**config.mk**
```make
export PLATFORM = sky130hd
export DESIGN_NAME = alu_sequencer
export DESIGN_NICKNAME = d
export VERILOG_FILES = /design/src/rtl/alu_sequencer_pkg.sv /design/src/rtl/alu_op_legal.sv /design/src/rtl/alu_sequencer.sv
export SDC_FILE = /design/constraint.sdc
export NUM_CORES = 1
export LEC_CHECK = 0
export BUFFER_PORTS_ARGS = -buffer_cell sky130_fd_sc_hd__buf_2
export CAP_MARGIN = 20
export CORE_MARGIN = 2
export CORE_UTILIZATION = 40
export CTS_CLUSTER_SIZE = 12
export DETAILED_ROUTE_END_ITERATION = 10
export PLACE_DENSITY = 0.81
export REMOVE_ABC_BUFFERS = 1
export SLEW_MARGIN = 20
export SYNTH_ARGS = -nofsm -noshare
export SYNTH_HDL_FRONTEND = slang
export SYNTH_HIERARCHICAL = 1
export SYNTH_SLANG_ARGS = --single-unit
```
**constraint.sdc**
```tcl
create_clock -name clk -period 4.2 [get_ports clk]
set_input_delay 0.42 -clock clk [delete_from_list [all_inputs] [get_ports clk]]
set_output_delay 0.42 -clock clk [all_outputs]
set_load 0.01 [all_outputs]
```
**src/rtl/alu_sequencer_pkg.sv**
```systemverilog
// rtl/alu_sequencer_pkg.sv - shared ALU op codes and sequencer state encoding
package alu_sequencer_pkg;

    localparam logic [3:0] OP_AND = 4'b0000;
    localparam logic [3:0] OP_OR  = 4'b0001;
    localparam logic [3:0] OP_XOR = 4'b0010;
    localparam logic [3:0] OP_NOR = 4'b0011;
    localparam logic [3:0] OP_ADD = 4'b0101;
    localparam logic [3:0] OP_SUB = 4'b0110;
    localparam logic [3:0] OP_SLT = 4'b0111;
    localparam logic [3:0] OP_SRL = 4'b1000;
    localparam logic [3:0] OP_SLL = 4'b1001;
    localparam logic [3:0] OP_SRA = 4'b1010;

    typedef enum logic [1:0] {
        IDLE   = 2'd0,
        SETTLE = 2'd1,
        RESP   = 2'd2
    } seq_state_e;

endpackage

```
**src/rtl/alu_op_legal.sv**
```systemverilog
// rtl/alu_op_legal.sv - flags which 4-bit op codes the ALU implements
module alu_op_legal
    import alu_sequencer_pkg::*;
(
    input  logic [3:0] op_i,
    output logic       legal_o
);

    always_comb begin
        legal_o = 1'b0;
        case (op_i)
            OP_AND, OP_OR, OP_XOR, OP_NOR,
            OP_ADD, OP_SUB, OP_SLT,
            OP_SRL, OP_SLL, OP_SRA: legal_o = 1'b1;
            default:                legal_o = 1'b0;
        endcase
    end

endmodule

```
**src/rtl/alu_sequencer.sv**
```systemverilog
// rtl/alu_sequencer.sv - holds ALU operands for a settle window, then returns Z and flags
module alu_sequencer
    import alu_sequencer_pkg::*;
#(
    parameter int WIDTH         = 32,
    parameter int SETTLE_CYCLES = 2
) (
    input  logic             clk,
    input  logic             rst,
    input  logic             cmd_valid,
    output logic             cmd_ready,
    input  logic [3:0]       cmd_op,
    input  logic [WIDTH-1:0] cmd_x,
    input  logic [WIDTH-1:0] cmd_y,
    output logic [WIDTH-1:0] alu_x,
    output logic [WIDTH-1:0] alu_y,
    output logic [3:0]       alu_op,
    input  logic [WIDTH-1:0] alu_z,
    input  logic             alu_equal,
    input  logic             alu_overflow,
    output logic             rsp_valid,
    input  logic             rsp_ready,
    output logic [WIDTH-1:0] rsp_z,
    output logic             rsp_equal,
    output logic             rsp_overflow,
    output logic             rsp_zero,
    output logic             rsp_illegal
);

    localparam int            CW       = $clog2(SETTLE_CYCLES + 1);
    localparam logic [CW-1:0] CNT_LOAD = CW'(SETTLE_CYCLES - 1);

    seq_state_e       state_q, state_d;
    logic [CW-1:0]    cnt_q, cnt_d;
    logic             live_q;
    logic [WIDTH-1:0] x_q, x_d, y_q, y_d, z_q, z_d;
    logic [3:0]       op_q, op_d;
    logic             eq_q, eq_d, ovf_q, ovf_d, zero_q, zero_d, ill_q, ill_d;
    logic             op_legal;
    logic             accept;

    alu_op_legal u_legal (
        .op_i    (cmd_op),
        .legal_o (op_legal)
    );

    // live_q keeps cmd_ready low until the first edge after reset release
    assign cmd_ready    = live_q && (state_q == IDLE);
    assign rsp_valid    = (state_q == RESP);
    assign accept       = cmd_valid && cmd_ready;
    assign alu_x        = x_q;
    assign alu_y        = y_q;
    assign alu_op       = op_q;
    assign rsp_z        = z_q;
    assign rsp_equal    = eq_q;
    assign rsp_overflow = ovf_q;
    assign rsp_zero     = zero_q;
    assign rsp_illegal  = ill_q;

    always_comb begin
        state_d = state_q;
        cnt_d   = cnt_q;
        x_d     = x_q;
        y_d     = y_q;
        op_d    = op_q;
        z_d     = z_q;
        eq_d    = eq_q;
        ovf_d   = ovf_q;
        zero_d  = zero_q;
        ill_d   = ill_q;
        case (state_q)
            IDLE: begin
                if (accept) begin
                    x_d  = cmd_x;
                    y_d  = cmd_y;
                    op_d = cmd_op;
                    if (op_legal) begin
                        cnt_d   = CNT_LOAD;
                        state_d = SETTLE;
                    end else begin
                        z_d     = '0;
                        eq_d    = 1'b0;
                        ovf_d   = 1'b0;
                        zero_d  = 1'b0;
                        ill_d   = 1'b1;
                        state_d = RESP;
                    end
                end
            end
            SETTLE: begin
                if (cnt_q == '0) begin
                    z_d     = alu_z;
                    eq_d    = alu_equal;
                    // only the add/sub ripple path produces a meaningful carry
                    ovf_d   = alu_overflow && ((op_q == OP_ADD) || (op_q == OP_SUB));
                    zero_d  = (alu_z == '0);
                    ill_d   = 1'b0;
                    state_d = RESP;
                end else begin
                    cnt_d = cnt_q - CW'(1);
                end
            end
            RESP: begin
                if (rsp_ready) state_d = IDLE;
            end
            default: state_d = IDLE;
        endcase
    end

    always_ff @(posedge clk or posedge rst) begin
        if (rst) begin
            state_q <= IDLE;
            cnt_q   <= '0;
            live_q  <= 1'b0;
            x_q     <= '0;
            y_q     <= '0;
            op_q    <= '0;
            z_q     <= '0;
            eq_q    <= 1'b0;
            ovf_q   <= 1'b0;
            zero_q  <= 1'b0;
            ill_q   <= 1'b0;
        end else begin
            state_q <= state_d;
            cnt_q   <= cnt_d;
            live_q  <= 1'b1;
            x_q     <= x_d;
            y_q     <= y_d;
            op_q    <= op_d;
            z_q     <= z_d;
            eq_q    <= eq_d;
            ovf_q   <= ovf_d;
            zero_q  <= zero_d;
            ill_q   <= ill_d;
        end
    end

endmodule

```
==> reports/results.ini, run 1 <==
[pwr]
clkPwrFrac_pct = 16.7
sw_frac_of_total_pct = 34.0
p_leak_uw = 0.00282
pwr-share-seq_pct = 45.0
p_int_uw = 2590
pwr-share-comb_pct = 38.3
power_switching_uw = 1330
vdd_drop_max_mv = 0.354
power.density_mw_per_mm2 = 707

[final_layout]
final_cell_count_no_fill = 621
most-common-layout-cells = 211 x buf_2, 109 x dfrtp_1, 68 x mux2_2
layout_commonest_cell = buf_2
regArea_sq_mm = 0.00273
post-route-util_pct = 54.1
drive_gt1_share_pct = 62.5
antenna_cells = 0
final_nets = 587
multi_input_area_sq_mm = 0.00133
syn2layout_area_growth_pct = 32.1
fillers = 873

[critical_path]
cp.depth = 5
critical-path-top-delay-family = simple AND/OR/NAND/NOR gates
r2r_start = state_q[1]
arrival_ps = 2710
path_cells = and4bb_4, a21oi_2, buf_4, nor4_2, a21o_1
crit_fanout = 71
endpoint_kind = register
cp.required_ps = 4500
r2r_end = rsp_zero
crit_path_max_incr_delay_ps = 1070
path_class = reg2reg
crit_path_start = state_q[1]
crit_path_top_delay_cell = and4bb_4
crit_buf_inv = 1
reg2reg_depth = 5
r2r_slack_ps = 1790
endpoint = rsp_zero
startpoint_type = register

[placed_design]
io_buffers = 211
gp_congestion = 0.826
hpwl_microns = 7060
dp_cells = 605

[grt]
grtUsageTotal_pct = 16.6
antenna_found_initial = 0
grt_max_degree = 75
grt_pass1_wl_microns = 14900
overflow = 0
first_global_vias = 3150

[logic_synthesis]
synth_ff_type = dfrtp_1
synth.yosys.seq_area_share_pct = 65.1
async_flop_share_pct = 100
syn-cell-area_sq_mm = 0.00419
ys_seq_elements = 109
synth_area_per_cell_sq_um = 15.4
synth_cell_type_count = 31
yosys_warnings = 6
syn_inst = 272
synth_edf_count = 0

[sta]
fmax_mhz = 414
slew_violations = 0
finClkSkew_ps = 8.35
whs_ps = 244
period_minus_slack_ps = 2410
finalSetupTns_ps = 0
fin_crit_sh_pct = 57.5
rsz0062_at_grt = no
maxSlewHeadroom_pct = 30.8
hold_viol = 0
setup_viol = 0
tightest_slew_ps = 1040

[floorplanning]
num_rows = 37
initial_core_util_pct = 41.0
coreArea_sq_mm = 0.0102
dieArea_sq_mm = 0.0113
die_h_microns = 106
die_width_microns = 106
boundaryPins = 212

[detailed_routing]
drtPass1Iterations = 4
avgRoutedWirePerCell_microns = 15.3
drc_errors = 0
detail-route-antenna-nets = 0
postRouteWirelength_microns = 9520
vias = 3073
via_per_inst = 4.95
first_iter_violations = 138

[clocking]
cts_tree = built
cts_num_sinks = 109
post_cts_buffers = 0
htreeDepth = 3
root_buffer = clkbuf_8
cts_hold_buf = 0
clk_pin_slew_ps = 110
clock_latency_ps = 360
max-clock-path-buffers = 2
cts_buffers = 9
cts_resized = 0

[run_status]
status = finished clean

[min_path]
hold_class = in2async

[job]
cap_violations = 0

[sequential cells by signal, indices dropped and copies added, names as in the netlist]
register,count
alu_op,4
alu_y,32
rsp_z,32
live_q,1
rsp_zero,1
rsp_illegal,1
alu_x,32
rsp_overflow,1
state_q,2
rsp_equal,1
cnt_q,2
[synthesized netlist by cell type, types with 2 or more instances]
master	number	area (sq um)
buf_4	2	15.0
mux2_2	68	766
nor4_1	8	50.1
dfrtp_1	109	2730
o21bai_1	2	15.0
buf_2	7	35.0
inv_1	5	18.8
a21oi_2	2	17.5
o31ai_1	2	15.0
nor2b_1	4	25.0
buf_6	5	56.3
nand2_1	2	7.51
a21oi_1	3	15.0
clkbuf_1	3	11.3
o21ai_0	2	10.0
a22o_1	33	289
[per-layer routing]
layer  vias up  GRT usage, %  wire (microns)
met4         0          6.48             140
met5         -             0               0
met3        13          4.41             824
met1      1512          20.2            3750
li1       1402             -               -
met2       146          28.1            4810
[worst min-delay path by stage]
stage	cells past startpoint	slack (ps)	endpoint
6_report	2	240	alu_y[2]
5_1_grt	2	260	alu_x[31]
4_1_cts	2	250	alu_x[8]
3_5_place_dp	1	480	rsp_z[27]
3_3_place_gp	2	470	rsp_overflow
2_1_floorplan	1	450	cnt_q[0]
[cells by family (layout without fill, tap and decap cells)]
kind of cell             after synthesis  after routing  share of synthesized area, %
AO/OA/AOI/OAI                         46             46                          9.01
XOR/XNOR                               1              1                         0.209
adder cells (fa/ha/maj)                1              1                         0.298
buffers and inverters                 22            235                          3.25
flip-flops                           109            109                          65.1
multiplexers                          68             68                          18.3
other                                  1              1                        0.0894
AND/OR/NAND/NOR                       24             24                          3.82
[power by group through the flow]
stage	sequential, uW	combinational (uW)	clock, uW
after global routing	1830	1620	719
after global placement	1760	1470	0
after CTS	1760	1530	674
after floorplan	1970	656	0
after detailed placement	1780	1520	0
final	1760	1500	654
[through the flow]
stage | cell area, sq um | total power (uW) | setup WS, ps
4_1_cts | 5540 | 3960 | 1730
2_1_floorplan | 4080 | 2630 | 583
3_3_place_gp | 5330 | 3240 | 1820
6_report | 5540 | 3920 | 1790
5_1_grt | 5540 | 4170 | 1570
3_5_place_dp | 5330 | 3310 | 1750
[area by class of cell]
| class | count | area share, % |
|---|---|---|
| multi-input combinational | 141 | 24.1 |
| clock buffer | 10 | 2.48 |
| inverter | 5 | 0.384 |
| tap | 136 | 3.07 |
| clock inverter | 6 | 1.29 |
| sequential | 109 | 49.2 |
| timing repair buffer | 214 | 19.5 |
(Power assumes the default switching activity.)
==> inputs of run 2 (changes only) <==
--- a/config.mk
+++ b/config.mk
@@ -5,13 +5,14 @@
 export SDC_FILE = /design/constraint.sdc
 export NUM_CORES = 1
 export LEC_CHECK = 0
+export ABC_AREA = 1
 export BUFFER_PORTS_ARGS = -buffer_cell sky130_fd_sc_hd__buf_2
 export CAP_MARGIN = 20
 export CORE_MARGIN = 2
 export CORE_UTILIZATION = 40
 export CTS_CLUSTER_SIZE = 12
 export DETAILED_ROUTE_END_ITERATION = 10
-export PLACE_DENSITY = 0.81
+export PLACE_DENSITY = 0.82
 export REMOVE_ABC_BUFFERS = 1
 export SLEW_MARGIN = 20
 export SYNTH_ARGS = -nofsm -noshare
==> constraint.sdc (replaced) <==
create_clock -name clk -period 2.02 [get_ports clk]
set_input_delay 0.202 -clock clk [delete_from_list [all_inputs] [get_ports clk]]
set_output_delay 0.202 -clock clk [all_outputs]
set_load 0.01 [all_outputs]
==> reports/results.ini, run 2 <==
[detailed_routing]
detail-route-antenna-nets = 0  ; unchanged
drc_errors = 0  ; unchanged
postRouteWirelength_microns = 11600  ; +22%
vias = 4138  ; +35%
via_per_inst = 4.79  ; -3.2%
first_iter_violations = 311  ; +130%
avgRoutedWirePerCell_microns = 13.4  ; -12%
drtPass1Iterations = 4  ; unchanged

[grt]
antenna_found_initial = 0  ; unchanged
grtUsageMet3_pct = 6.11  ; +1.7 points
grt_use_met2_pct = 31.6  ; +3.5 points
grtUsageTotal_pct = 19.4  ; +2.8 points
grtUsageMet1_pct = 24.3  ; +4.2 points
overflow = 0  ; unchanged
grt_max_degree = 59  ; -21%
grt_pass1_wl_microns = 17900  ; +21%
top_usage_layer = met2
first_global_vias = 3788  ; +20%

[pwr]
vdd_drop_max_mv = 0.657  ; +86%
p_leak_uw = 0.00346  ; +23%
power_switching_uw = 3190  ; +140%
pwr-share-comb_pct = 39.0  ; +0.7 points
p_int_uw = 4770  ; +84%
power.density_mw_per_mm2 = 1360  ; +93%
sw_frac_of_total_pct = 40.0  ; +6.1 points
pwr-share-seq_pct = 45.4  ; +0.4 points
clkPwrFrac_pct = 15.7  ; -1.0 points

[final_layout]
antenna_cells = 0  ; unchanged
layout_commonest_cell = nand2_1
final_nets = 826  ; +41%
design_area_sq_mm = 0.00583  ; +5.2%
drive_gt1_share_pct = 33.6  ; -29 points
syn2layout_area_growth_pct = 31.2
post-route-util_pct = 53.8  ; -0.37 points
most-common-layout-cells = 233 x nand2_1, 211 x buf_2, 109 x dfrtp_1

[logic_synthesis]
yosys_warnings = 6  ; unchanged
synthMostInstantiatedCell = nand2_1
synth_top_cell_area_share_pct = 61.4  ; -3.7 points
synth_area_per_cell_sq_um = 8.68  ; -44%
synth_area_leaders = dfrtp_1 61%, nand2_1 20%, nand3_1 7.5%
synth_cell_type_count = 23  ; -26%
async_flop_share_pct = 100  ; unchanged
syn_inst = 512  ; +88%
synth.yosys.seq_area_share_pct = 61.4  ; -3.7 points
ys_seq_elements = 109  ; unchanged
synth_ff_type = dfrtp_1
yosys.area.top_type = dfrtp_1
yosys-top-cells-count = 234 x nand2_1, 109 x dfrtp_1, 67 x nand3_1, 23 x inv_1, 23 x nor2_1
synth_edf_count = 0  ; unchanged
syn-cell-area_sq_mm = 0.00444  ; +6.0%

[min_path]
holdPathEnd = rsp_z[21]
min_from = alu_z[21]
whs_path_depth = 3
hold_class = in2reg

[critical_path]
path_class = reg2out
arrival_ps = 1580  ; -1130 ps
startpoint_type = register
r2r_start = cnt_q[0]
cp.required_ps = 1820  ; -2680 ps
endpoint_kind = output port
reg2reg_depth = 8  ; +3
r2r_end = state_q[1]
crit_fanout = 23  ; -68%
r2r_slack_ps = 480  ; -1310 ps

[clocking]
clock_latency_ps = 360  ; about the same
cts_resized = 0  ; unchanged
cts_buffers = 9  ; unchanged
clk_pin_slew_ps = 110  ; about the same
htreeDepth = 3  ; unchanged
cts_num_sinks = 109  ; unchanged
root_buffer = clkbuf_8
cts_tree = built
max-clock-path-buffers = 2  ; unchanged

[placed_design]
io_buffers = 211  ; unchanged
hpwl_microns = 8540  ; +21%
gp_congestion = 0.758  ; -8.2%
placed_area_sq_mm = 0.00563  ; +5.6%

[sta]
finClkSkew_ps = 13.5  ; +5.12 ps
maxSlewHeadroom_pct = 64.9  ; +34 points
hold_viol = 0  ; unchanged
period_minus_slack_ps = 1780
slew_violations = 0  ; unchanged
rsz0062_at_grt = no
setup_viol = 0  ; unchanged
fmax_mhz = 562
tightest_slew_ps = 527  ; -511 ps
fin_crit_sh_pct = 88.1

[floorplanning]
die_width_microns = 109  ; +2.8%
initial_core_util_pct = 41.0  ; about the same
coreArea_sq_mm = 0.0108  ; +6.0%
dieArea_sq_mm = 0.0120  ; +5.8%
num_rows = 38  ; +2.7%
die_h_microns = 109  ; +2.8%
boundaryPins = 212  ; unchanged

[job]
cap_violations = 0  ; unchanged

[run_status]
status = finished clean

==> run 2: changes by cell type after synthesis, sizes merged, moves of 2 or more <==
cell    before  now
nand2        2  235
mux2        68    0
nand3        1   67
a22o        33    0
nor2         1   25
inv          5   24
o21ai        2   13
nor4         9    0
clkbuf       3    8
buf         14   18
nor2b        4    0
nand4        1    3
o21bai       2    0
==> run 2: power by group through the flow <==
stage	clock network, uW	registers, uW	logic [uW]
2_1_floorplan	0	4010	1270
3_5_place_dp	0	3620	3170
5_1_grt	1370	3710	3510
4_1_cts	1290	3610	3150
3_3_place_gp	0	3620	3060
6_report	1250	3610	3100
==> run 2: what timing repair did <==
action,4_1_cts,5_1_grt
hold buffers,2,0
hold endpoints to repair,27,0
setup buffers,0,0
==> run 2: worst max path at each step <==
stage          startpoint   endpoint  slack (ps)  depth (start not counted)
2_1_floorplan  state_q[0]  alu_op[0]       -2630                          4
3_3_place_gp   state_q[0]   alu_y[1]         500                          4
3_5_place_dp    cmd_valid  rsp_z[26]         480                          8
4_1_cts        state_q[0]  cmd_ready         190                          3
5_1_grt        state_q[0]  cmd_ready         130                          3
6_report       state_q[0]  cmd_ready         240                          3
==> run 2: cell families after synthesis <==
logic type / share of synthesized area [%]
AND/OR/NAND/NOR: 30.5
flip-flops: 61.4
buffers and inverters: 5.21
AO/OA/AOI/OAI: 2.51
adder cells (fa/ha/maj): 0.281
other: 0.0844
==> run 2: critical path: stages, from the launching register on <==
cell     delay (ps)
dfrtp_1         470
nor3_4          270
buf_4           300
buf_2           180
==> run 2: cell type report <==
class | count | area (sq um)
Fill cell | 1030 | 5010
Sequential cell | 109 | 2730
Multi-Input combinational cell | 353 | 1490
Timing Repair Buffer | 222 | 1160
Tap cell | 140 | 175
Clock buffer | 11 | 141
Inverter | 24 | 95.1
Clock inverter | 5 | 40.0
==> run 2: per-layer routing <==
metal	routed length, microns	up-vias
met5	0	-
met4	177	0
met3	1200	15
met2	5440	200
met1	4770	1918
li1	-	2005
==> run 2: per-stage QoR <==
stage	worst slack [ps]	hold WS, ps	cells	setup TNS [ps]	power (uW)
after detailed placement	479	223	846	0	6780
after global routing	131	38.0	864	0	8600
after floorplan	-2630	288	486	-287690	5280
after CTS	189	28.7	864	0	8050
final	241	60.0	864	0	7960
after global placement	495	215	846	0	6690
==> inputs of run 3 (changes only) <==
--- a/config.mk
+++ b/config.mk
@@ -9,10 +9,10 @@
 export BUFFER_PORTS_ARGS = -buffer_cell sky130_fd_sc_hd__buf_2
 export CAP_MARGIN = 20
 export CORE_MARGIN = 2
-export CORE_UTILIZATION = 40
+export CORE_UTILIZATION = 31
 export CTS_CLUSTER_SIZE = 12
 export DETAILED_ROUTE_END_ITERATION = 10
-export PLACE_DENSITY = 0.82
+export PLACE_DENSITY = 0.68
 export REMOVE_ABC_BUFFERS = 1
 export SLEW_MARGIN = 20
 export SYNTH_ARGS = -nofsm -noshare
==> reports/results.ini, run 3 (synthesized netlist as in run 2, its figures left out) <==
[final_layout]
layout_commonest_cell = nand2_1
multi_input_area_sq_mm = 0.00149  ; unchanged
design_area_sq_mm = 0.00600  ; +2.9%
post-route-util_pct = 43.0  ; -11 points
drive_gt1_share_pct = 33.5  ; -0.046 points
final_nets = 824  ; -0.24%
most-common-layout-cells = 233 x nand2_1, 211 x buf_2, 109 x dfrtp_1
syn2layout_area_growth_pct = 35.0
regArea_sq_mm = 0.00273  ; unchanged
fillers = 1442  ; +40%
antenna_cells = 0  ; unchanged

[detailed_routing]
vias = 4064  ; -1.8%
drtPass1Iterations = 4  ; unchanged
first_iter_violations = 116  ; -63%
postRouteWirelength_microns = 12200  ; +5.4%
drc_errors = 0  ; unchanged
detail-route-antenna-nets = 0  ; unchanged
avgRoutedWirePerCell_microns = 13.5  ; +0.94%
via_per_inst = 4.51  ; -5.9%

[clocking]
root_buffer = clkbuf_16
clock_latency_ps = 350  ; about the same
post_cts_buffers = 0  ; unchanged
clk_pin_slew_ps = 60  ; -50 ps
cts_buffers = 9  ; unchanged
cts_num_sinks = 109  ; unchanged
htreeDepth = 3  ; unchanged
cts_resized = 0  ; unchanged
max-clock-path-buffers = 2  ; unchanged
cts_tree = built
cts_hold_buf = 1  ; -1

[placed_design]
hpwl_microns = 8770  ; +2.7%
io_buffers = 211  ; unchanged
placed_area_sq_mm = 0.00570  ; +1.2%
gp_congestion = 0.720  ; -5.1%

[critical_path]
path_class = reg2out
cp.required_ps = 1820  ; about the same
endpoint_kind = output port
arrival_ps = 1580  ; about the same
startpoint_type = register
crit_fanout = 51  ; +120%

[sta]
slew_violations = 0  ; unchanged
fin_crit_sh_pct = 88.2  ; about the same
rsz0062_at_grt = no
finClkSkew_ps = 9.06  ; -4.41 ps
finalSetupTns_ps = 0  ; unchanged
setup_viol = 0  ; unchanged
fmax_mhz = 562  ; about the same
maxSlewHeadroom_pct = 54.1  ; -11 points
tightest_slew_ps = 688  ; +162 ps
hold_viol = 0  ; unchanged
period_minus_slack_ps = 1780  ; +1.38 ps

[floorplanning]
dieArea_sq_mm = 0.0153  ; +28%
die_h_microns = 124  ; +13%
die_width_microns = 124  ; +13%
num_rows = 43  ; +13%
coreArea_sq_mm = 0.0139  ; +29%
initial_core_util_pct = 31.9  ; -9.1 points
boundaryPins = 212  ; unchanged

[grt]
grt_pass1_wl_microns = 19200  ; +7.2%
grt_max_degree = 65  ; +10%
overflow = 0  ; unchanged
grtUsageTotal_pct = 16.2  ; -3.1 points
antenna_found_initial = 0  ; unchanged
first_global_vias = 3942  ; +4.1%

[job]
cap_violations = 0  ; unchanged

[pwr]
p_leak_uw = 0.00351  ; +1.2%
total_power_uw = 8480  ; +6.6%
power.density_mw_per_mm2 = 1410  ; +3.6%
vdd_drop_max_mv = 0.531  ; -19%

[min_path]
hold_class = in2reg

[run_status]
status = finished clean

[run 3: cell types whose count changed in the layout (fill, tap and decap cells not counted)]
cell / change
clkinvlp_4: +2
clkinv_2: +1
inv_6: -3
buf_12: +2
buf_4: -3
clkbuf_8: -10
clkbuf_16: +9
dlygate4sd3_1: -1
bufinv_16: +1
[run 3: worst max-delay path: stages (launching register included)]
cell and delay [ps]:
dfrtp_1 460, nor3_4 320, buf_12 270, buf_2 170
[run 3: layout make-up]
cell class                      count  area share, %
Sequential cell                   109           45.5
Multi-Input combinational cell    353           24.9
Timing Repair Buffer              220           19.4
Clock buffer                       10           3.82
Tap cell                          180           3.75
Inverter                           24           1.59
Clock inverter                      6           1.06
[run 3: path summary, 6_finish.rpt]
| kind | startpoint | to | slack [ps] | depth (start not counted) |
|---|---|---|---|---|
| min in group asynchronous | rst | rsp_z[22] | 450 | 3 |
| hold reg to reg | alu_y[4] | alu_y[4] | 470 | 2 |
| setup reg to reg | cnt_q[0] | rsp_z[10] | 480 | 9 |
| max in group asynchronous | rst | alu_x[12] | 960 | 4 |
| hold / removal | rsp_ready | state_q[1] | 50 | 2 |
| setup / recovery | state_q[0] | cmd_ready | 240 | 3 |
[run 3: power by group]
part           switching (uW)  internal (uW)  total (uW)  leakage, uW
Combinational            1920           1210        3130      0.00198
Clock                     794            960        1750     0.000138
Sequential                505           3090        3600      0.00139
Total                    3220           5260        8480      0.00351
[run 3: metrics by stage]
stage          setup slack, ps  hold WS (ps)  instances
6_report                   239          50.8        902
5_1_grt                    109          38.3        902
4_1_cts                    176          25.4        902
3_5_place_dp               466           283        885
3_3_place_gp               497           283        885
2_1_floorplan            -2630           288        486
[run 3: per-layer routing]
metal | part of all wire [%] | global-route usage (%) | vias up | wire length (microns)
li1 | - | - | 2011 | -
met1 | 45 | 20.6 | 1869 | 5440
met2 | 43 | 25.1 | 174 | 5230
met3 | 11 | 6.00 | 10 | 1360
met4 | 1.5 | 6.61 | 0 | 186
met5 | 0 | 0 | - | 0
